<file path="src/rtl/mm_tile_ctrl.sv">
// mm_tile_ctrl: sequencer for a row-major C = A x B matrix-multiply datapath.
// Walks the output in blocks of LANES adjacent columns. For each block it
// clears the lane accumulators and streams dim1 A/B reads. It then presents
// one C write with a mask for the partial last block of a row.
// A stall freezes INIT/MAC/WB. Bad or overflowing dimensions reject the job.

// Per-lane column-valid bit: lane IDX is live when j0+IDX lies inside dim2.
module mm_tile_lane #(
    parameter int N   = 8,
    parameter int IDX = 0
) (
    input  logic [N-1:0] j0,
    input  logic [N-1:0] dim2,
    output logic         active
);
    // wide compare so j0+IDX never wraps
    localparam int W = N + 32;

    assign active = (W'(j0) + W'(IDX)) < W'(dim2);
endmodule

module mm_tile_ctrl #(
    parameter int N     = 8,
    parameter int M     = 16,
    parameter int LANES = 4
) (
    input  logic             clk,
    input  logic             rst,
    input  logic             start,
    input  logic [N-1:0]     dim0,
    input  logic [N-1:0]     dim1,
    input  logic [N-1:0]     dim2,
    input  logic             stall,
    output logic             loaddim,
    output logic [M-1:0]     aadr,
    output logic [M-1:0]     badr,
    output logic             abufread,
    output logic             bbufread,
    output logic             init0reg,
    output logic             ldreg,
    output logic             valid,
    output logic [M-1:0]     cadr,
    output logic [LANES-1:0] lane_mask,
    output logic             busy,
    output logic             done,
    output logic             err
);
    typedef enum logic [2:0] {
        S_IDLE, S_LOAD, S_CHECK, S_INIT, S_MAC, S_WB, S_DONE
    } state_t;

    // product width: wide enough for a full dim*dim product and for 2^M itself
    localparam int PW = (2 * N > M + 1) ? 2 * N : M + 1;
    localparam int JW = N + 32;

    state_t state, nstate;

    logic [N-1:0] d0, d1, d2;      // dims latched in LOAD
    logic [N-1:0] i, j0, k;        // row, first column of block, inner index
    logic [M-1:0] a_row;           // i*dim1
    logic [M-1:0] c_row;           // i*dim2
    logic [M-1:0] a_ptr;           // i*dim1 + k
    logic [M-1:0] b_ptr;           // k*dim2 + j0
    logic         err_q;

    logic [PW-1:0]    p01, p12, p02, lim;
    logic             dim_bad;
    logic             last_col, last_row, k_last;
    logic [LANES-1:0] mask_raw;

    assign p01 = PW'(d0) * PW'(d1);
    assign p12 = PW'(d1) * PW'(d2);
    assign p02 = PW'(d0) * PW'(d2);
    assign lim = PW'(1) << M;

    assign dim_bad = (d0 == '0) || (d1 == '0) || (d2 == '0) ||
                     (p01 > lim) || (p12 > lim) || (p02 > lim);

    assign last_col = (JW'(j0) + JW'(LANES)) >= JW'(d2);
    assign last_row = (i == d0 - N'(1));
    assign k_last   = (k == d1 - N'(1));

    // one mask bit per lane, each from its own lane instance
    genvar l;
    generate
        for (l = 0; l < LANES; l++) begin : g_lane
            mm_tile_lane #(.N(N), .IDX(l)) u_lane (
                .j0    (j0),
                .dim2  (d2),
                .active(mask_raw[l])
            );
        end
    endgenerate

    // state register
    always_ff @(posedge clk) begin
        if (rst) state <= S_IDLE;
        else     state <= nstate;
    end

    // next-state and strobe decode; stall suppresses strobes and holds state
    always_comb begin
        nstate   = state;
        loaddim  = 1'b0;
        abufread = 1'b0;
        bbufread = 1'b0;
        init0reg = 1'b0;
        ldreg    = 1'b0;
        valid    = 1'b0;
        done     = 1'b0;
        unique case (state)
            S_IDLE:  if (start) nstate = S_LOAD;
            S_LOAD: begin
                loaddim = 1'b1;
                nstate  = S_CHECK;
            end
            S_CHECK: nstate = dim_bad ? S_DONE : S_INIT;
            S_INIT: begin
                if (!stall) begin
                    init0reg = 1'b1;
                    nstate   = S_MAC;
                end
            end
            S_MAC: begin
                if (!stall) begin
                    abufread = 1'b1;
                    bbufread = 1'b1;
                    ldreg    = 1'b1;
                    if (k_last) nstate = S_WB;
                end
            end
            S_WB: begin
                valid = 1'b1;
                if (!stall) nstate = (last_row && last_col) ? S_DONE : S_INIT;
            end
            S_DONE: begin
                done   = 1'b1;
                nstate = S_IDLE;
            end
            default: nstate = S_IDLE;
        endcase
    end

    // counters and incremental address bases; all hold while stalled
    always_ff @(posedge clk) begin
        if (rst) begin
            d0    <= '0;
            d1    <= '0;
            d2    <= '0;
            i     <= '0;
            j0    <= '0;
            k     <= '0;
            a_row <= '0;
            c_row <= '0;
            a_ptr <= '0;
            b_ptr <= '0;
            err_q <= 1'b0;
        end else begin
            unique case (state)
                S_LOAD: begin
                    d0    <= dim0;
                    d1    <= dim1;
                    d2    <= dim2;
                    err_q <= 1'b0;
                end
                S_CHECK: begin
                    err_q <= dim_bad;
                    i     <= '0;
                    j0    <= '0;
                    k     <= '0;
                    a_row <= '0;
                    c_row <= '0;
                end
                S_INIT: begin
                    if (!stall) begin
                        k     <= '0;
                        a_ptr <= a_row;
                        b_ptr <= M'(j0);
                    end
                end
                S_MAC: begin
                    if (!stall) begin
                        k     <= k + N'(1);
                        a_ptr <= a_ptr + M'(1);
                        b_ptr <= b_ptr + M'(d2);
                    end
                end
                S_WB: begin
                    if (!stall) begin
                        if (last_col) begin
                            j0    <= '0;
                            i     <= i + N'(1);
                            a_row <= a_row + M'(d1);
                            c_row <= c_row + M'(d2);
                        end else begin
                            j0 <= j0 + N'(LANES);
                        end
                    end
                end
                default: ;
            endcase
        end
    end

    assign aadr      = a_ptr;
    assign badr      = b_ptr;
    assign cadr      = (state == S_WB) ? (c_row + M'(j0)) : '0;
    assign lane_mask = (state == S_WB) ? mask_raw : '0;
    assign busy      = (state != S_IDLE);
    assign err       = err_q;
endmodule

</file>
<file path="config.mk">
export PLATFORM = sky130hd
export DESIGN_NAME = mm_tile_ctrl
export DESIGN_NICKNAME = d
export VERILOG_FILES = /design/src/rtl/mm_tile_ctrl.sv
export SDC_FILE = /design/constraint.sdc
export NUM_CORES = 1
export LEC_CHECK = 0
export CORE_ASPECT_RATIO = 1.2
export CORE_UTILIZATION = 39
export CTS_CLUSTER_DIAMETER = 120
export DETAILED_ROUTE_END_ITERATION = 8
export PLACE_DENSITY = 0.58
export SKIP_LAST_GASP = 1
export SLEW_MARGIN = 20
export SYNTH_ARGS = -nofsm -noshare
export SYNTH_HDL_FRONTEND = slang
export SYNTH_HIERARCHICAL = 1
export SYNTH_SLANG_ARGS = --single-unit
export TNS_END_PERCENT = 20
</file>
<file path="constraint.sdc">
create_clock -name clk -period 3.6 [get_ports clk]
set_clock_uncertainty 0.05 [all_clocks]
set_input_delay 0.54 -clock clk [delete_from_list [all_inputs] [get_ports clk]]
set_output_delay 0.54 -clock clk [all_outputs]
set_load 0.1 [all_outputs]
</file>
; ---- After elaboration in Yosys (flattened, before gate mapping)
; Index checks and enable logic that the tools add are counted.
[word_totals]
regBits = 116
inputBits = 28
output_inout_bits = 61
word_cells = 109
[classes]
add_sub_neg = 14
n_mul = 3
n_lt_le_gt_ge = 8
n_eq_ne = 14
muxes = 38
n_reduce_logical = 20
[ops]
columns = operator, n
row1 = two-way mux 16 bit, 9
row2 = case mux 16 bit (2 select lines), 4
row3 = less-than comparator 40 x 8 -> 1 bit, 3
row4 = adder 16 x 8 -> 16 bit, 4
row5 = greater-than comparator 16 x 17 -> 1 bit (second input constant), 3
row6 = multiplier 8 x 8 -> 16 bit, 3
row7 = two-way mux 8 bit, 6
row8 = case mux 8 bit (2 select lines), 2
row9 = zero test 8 bit, 3
row10 = case mux 8 bit (3 select lines), 1
row11 = two-way mux 3 bit, 7
row12 = adder 8 x 2 -> 9 bit (second input constant), 2
row13 = case mux 3 bit (6 select lines), 1
row14 = adder 16 x 1 -> 16 bit (second input constant), 1
row15 = adder 8 x 1 -> 8 bit (second input constant), 2
row16 = equality test 8 bit, 2
row17 = subtractor 8 x 1 -> 8 bit (second input constant), 2
row18 = inequality test 2 bit (second input constant), 6
row19 = adder 8 x 1 -> 9 bit (second input constant), 1
row20 = adder 8 x 3 -> 9 bit (second input constant), 1
row21 = equality test 3 bit (second input constant), 3
row22 = greater-or-equal comparator 9 x 8 -> 1 bit, 1
row23 = AND reduction 3 bit, 3
row24 = adder 8 x 3 -> 8 bit (second input constant), 1
row25 = other kinds (13), 26

; ---- Depth between registers and ports, before layout
; Gate-level depths: netlist of the first run.
[depth]
word_depth = 8
mapped_depth = 12
depth_no_buf = 10

; ---- Modules after synthesis
; The synthesis of the first run kept the hierarchy.
[by_module_without_submodules]
columns = module, instances, cells_per_inst, area_per_inst_um2, seq_area_each_um2
row1 = mm_tile_ctrl, 1, 920, 7299.5, 2282.2
row2 = mm_tile_lane (g_lane[3].u_lane), 1, 42, 309.0, 0.0
row3 = mm_tile_lane (g_lane[2].u_lane), 1, 37, 287.8, 0.0
row4 = mm_tile_lane (g_lane[1].u_lane), 1, 40, 282.8, 0.0
row5 = mm_tile_lane (g_lane[0].u_lane), 1, 25, 176.4, 0.0

; ---- Least setup slack after synthesis of the first run
; OpenSTA, ideal clock, no wires.
[synth_path]
path_kind = register to output
startpoint = register j0[6]
endpoint = output port cadr[8]
arrival_time_ps = 3823
required_time_ps = 3010
path_slack_ps = -813
stages_incl_launch_ff = 6
n_path_buf = 0
path_cell_list = dfxtp_1 ha_1 or2_2 a21oi_1 nor3b_1 nor3_1
[synth_between]
elab_chain_len = 2
[synth_lines]
columns = item, line
row1 = start: declaration, 59  ; logic [N-1:0] i, j0, k;
row2 = start signal: assignment, 196  ; j0 <= j0 + N'(LANES);
row3 = adder 16 x 8 -> 16 bit, 207  ; assign cadr = (state == S_WB) ? (c_row + M'(j0)) : '0;
row4 = two-way mux 16 bit, 207
row5 = end: declaration, 42  ; output logic [M-1:0] cadr,
; Every way passes these cells.

; ---- Worst setup path after layout of the first run
[layout_path]
startpoint = register j0[6]
endpoint = output port cadr[9]
; The elaborated chain is that of the path after synthesis.

==> results of run 1 <==
## stage by stage
| step | cell area, sq um | setup WS, ns | utilization (%) | instances | TNS [ns] |
|---|---|---|---|---|---|
| 2_1_floorplan | 8450 | -0.128 | - | 1087 | -0.671 |
| 3_3_place_gp | 9840 | 0.783 | 46.9 | 1425 | 0 |
| 3_5_place_dp | 9840 | 0.735 | 46.9 | 1425 | 0 |
| 4_1_cts | 10400 | 0.291 | 49.7 | 1453 | 0 |
| 5_1_grt | 10400 | 0.155 | 49.7 | 1453 | 0 |
| 6_report | 10400 | 0.317 | 49.7 | 1453 | 0 |
## cell type report
type                            count  area [sq um]  share of cell area, %
Sequential cell                   114          2280                   21.9
Inverter                           58           218                   2.09
Tap cell                          270           338                   3.24
Multi-Input combinational cell    868          5740                   55.1
Clock buffer                       22           484                   4.64
Timing Repair Buffer              115          1260                   12.1
Clock inverter                      6           105                   1.01
## power groups by stage
| stage | Sequential, mW | Combinational [mW] | Clock [mW] |
|---|---|---|---|
| 5_1_grt | 1.68 | 2.82 | 1.81 |
| 4_1_cts | 1.65 | 2.60 | 1.75 |
| 6_report | 1.65 | 2.59 | 1.71 |
| 3_3_place_gp | 1.68 | 2.57 | 0 |
| 3_5_place_dp | 1.68 | 2.59 | 0 |
| 2_1_floorplan | 1.91 | 1.61 | 0 |
## worst max-delay path, cell delays in order (launching register included)
cell,delay (ns)
dfxtp_1,0.49
ha_1,0.32
or2_2,0.28
a21oi_1,0.48
nor3b_1,0.17
xnor2_1,0.16
nor2_1,0.18
buf_12,0.20
## state kept, by name, indices dropped and copies added, names as in the netlist, 8 cells and up
name   flops
i          8
aadr      16
d1         8
badr      16
d2         8
a_row     16
c_row     16
d0         8
k          8
## cells by family after synthesis
family                     synth area share (%)
and+or+nand+nor                            23.6
AOI/OAI and AO/OA                          21.7
DFF                                        27.3
buffers and inverters                      5.11
xor gates and xnor gates                   9.97
adders and majority gates                  11.8
muxes                                     0.374
other                                    0.0449
## metal layers
metal / up-vias / wire length, microns
li1: 4003 / -
met3: 30 / 982
met4: 0 / 474
met1: 3726 / 10100
met2: 199 / 11700
met5: - / 0
## synth_stat cells (3+ instances only)
library cell    n
a21oi_1       113
nand2_1       114
nand2b_1       13
clkbuf_1       30
a22oi_1         3
o21ai_0        42
and3_1         22
o31ai_1         4
xnor2_1        51
fa_1            3
nand3_1        39
o21bai_1        8
dfxtp_1       114
ha_1           74
nor3_1         26
nor3b_1         7
nand4_1        21
nor2b_1         6
nor4b_1         5
a311oi_1        6
or4_1           6
a41oi_1         4
nor2_1         95
buf_2          11
a31oi_1         7
a211oi_1       10
o21a_1         12
xor2_1         41
or3_1           7
inv_1          55
a211o_1         3
o211ai_1        5
a21o_1         20
nor4_1         11
o21ai_1         6
buf_4           5
## worst paths after layout
check | from | end | depth (start not counted)
worst max-delay path | j0[6] | cadr[9] | 7
worst min-delay path | d0[7] | d0[7] | 2
worst max register to register | j0[3] | j0[6] | 9
worst min register to register | d0[7] | d0[7] | 2
==> flow_metrics.py, run 1 <==
metrics = {
    "placed_design": {
        "place.gp.congestion": 0.858,
        "dp_hpwl_mm": 17.2,
        "port_buffers": 88,
    },
    "logic_synthesis": {
        "synth-seq-cells": 114,
        "synth.yosys.warnings": 6,
        "synth_flop_cell": "dfxtp_1",
        "synth_edf_count": 0,
        "synth_cell_types": 89,
        "synth_area_sq_mm": 0.00836,
        "netlist.area_leader.share_pct": 27.3,
        "async_flop_share_pct": 0,
        "synth_top_cell_by_area": "dfxtp_1",
        "yosysSeqAreaShare_pct": 27.3,
        "synthTopCellsByArea": "dfxtp_1, ha_1, a21oi_1",
        "synth_area_per_cell_sq_um": 7.85,
        "synthCells": 1064,
    },
    "detailed_routing": {
        "drc_errors": 0,
        "vias": 7958,
        "ant_nets": 0,
        "wl_mm": 23.3,
        "dr.pass1.iters": 5,
        "wl_per_cell_microns": 16.1,
        "drt_iter0_markers": 406,
        "viasPerCell": 5.48,
    },
    "clock_network": {
        "clkSinkCount": 114,
        "cts.repair.resized": 0,
        "numCtsBuffers": 17,
        "cts_tree": "done",
        "root_buffer": "clkbuf_16",
        "htree_levels": 4,
        "postCtsSetupRepairBufs": 0,
        "clk_latency_ns": 0.41,
        "postCtsHoldBufs": 0,
        "clk_path_buf_depth": 2,
        "clk_pin_slew_ns": 0.05,
    },
    "worst_setup_path": {
        "path_max_fanout": 8,
        "start_kind": "flop",
        "arrival_ns": 2.69,
        "ff2ff_setup_slack_ns": 0.72,
        "criticalPathCategory": "flop to output port",
        "end_kind": "output port",
        "critPathRequiredTime_ns": 3.01,
    },
    "sta": {
        "finalCritPeriodShare_pct": 91.2,
        "slew_headroom_pct": 34.7,
        "slew_violations": 0,
        "finalSetupViolCount": 0,
        "hold_viol": 0,
        "period_needed_ns": 3.28,
        "rsz0062_at_grt": "no",
        "whs_ns": 0.434,
        "fmax_ghz": 0.305,
        "worst_pin_slew_ns": 0.976,
    },
    "power_and_ir_drop": {
        "ir_drop_v": 0.000502,
        "powerDensity_mw_per_mm2": 571,
        "clkPwrFrac_pct": 28.8,
        "p_total_mw": 5.96,
        "leakagePower_nw": 4.09,
        "internal-power_mw": 3.42,
        "p_sw_share_pct": 42.6,
        "netSwitchingPower_mw": 2.54,
        "seqPwrFrac_pct": 27.8,
        "pwr-share-comb_pct": 43.5,
    },
    "global_routing": {
        "grt_overflow": 0,
        "grt_pass1_wl_mm": 38.0,
        "antenna_found_initial": 0,
        "grt_pass1_vias": 7441,
        "gr-max-usage-layer": "met2",
        "met3_usage_pct": 3.45,
        "met2_usage_pct": 38.6,
        "grtUsageTotal_pct": 22.0,
        "grt_max_degree": 60,
        "grt_use_met1_pct": 27.4,
    },
    "floorplanning": {
        "row_count": 58,
        "fp.dieH_microns": 162,
        "io_pins": 89,
        "core_sq_mm": 0.0210,
        "dieArea_sq_mm": 0.0220,
        "chipWidth_microns": 136,
        "start_util_pct": 39.8,
    },
    "flow_run": {
        "cap_viol_max_count": 0,
    },
    "run_status": {
        "run_status": "complete, no violations",
    },
    "layout": {
        "num-nets-final": 1279,
        "drive_above_1_share_pct": 9.64,
        "most-common-layout-cells": "nand2_1, dfxtp_1, a21oi_1",
        "nFillCells": 2071,
        "antenna_cells": 0,
        "areaGrowthSynthToFinish_pct": 24.8,
    },
    "worst_hold_path": {
        "min_path_type": "flop to flop",
    },
}
Note: power is estimated with default switching activity, not from simulation.
==> inputs of run 2 (changes only) <==
- CTS_CLUSTER_SIZE: not set -> 8
- SLEW_MARGIN: 20 -> 5
==> results of run 2 <==
Final layout, timing and power as in run 1 (identical DEF).
==> inputs of run 3 (changes only) <==
- CAP_MARGIN: not set -> 20
==> results of run 3 <==
Final layout, timing and power as in run 1 (identical DEF).
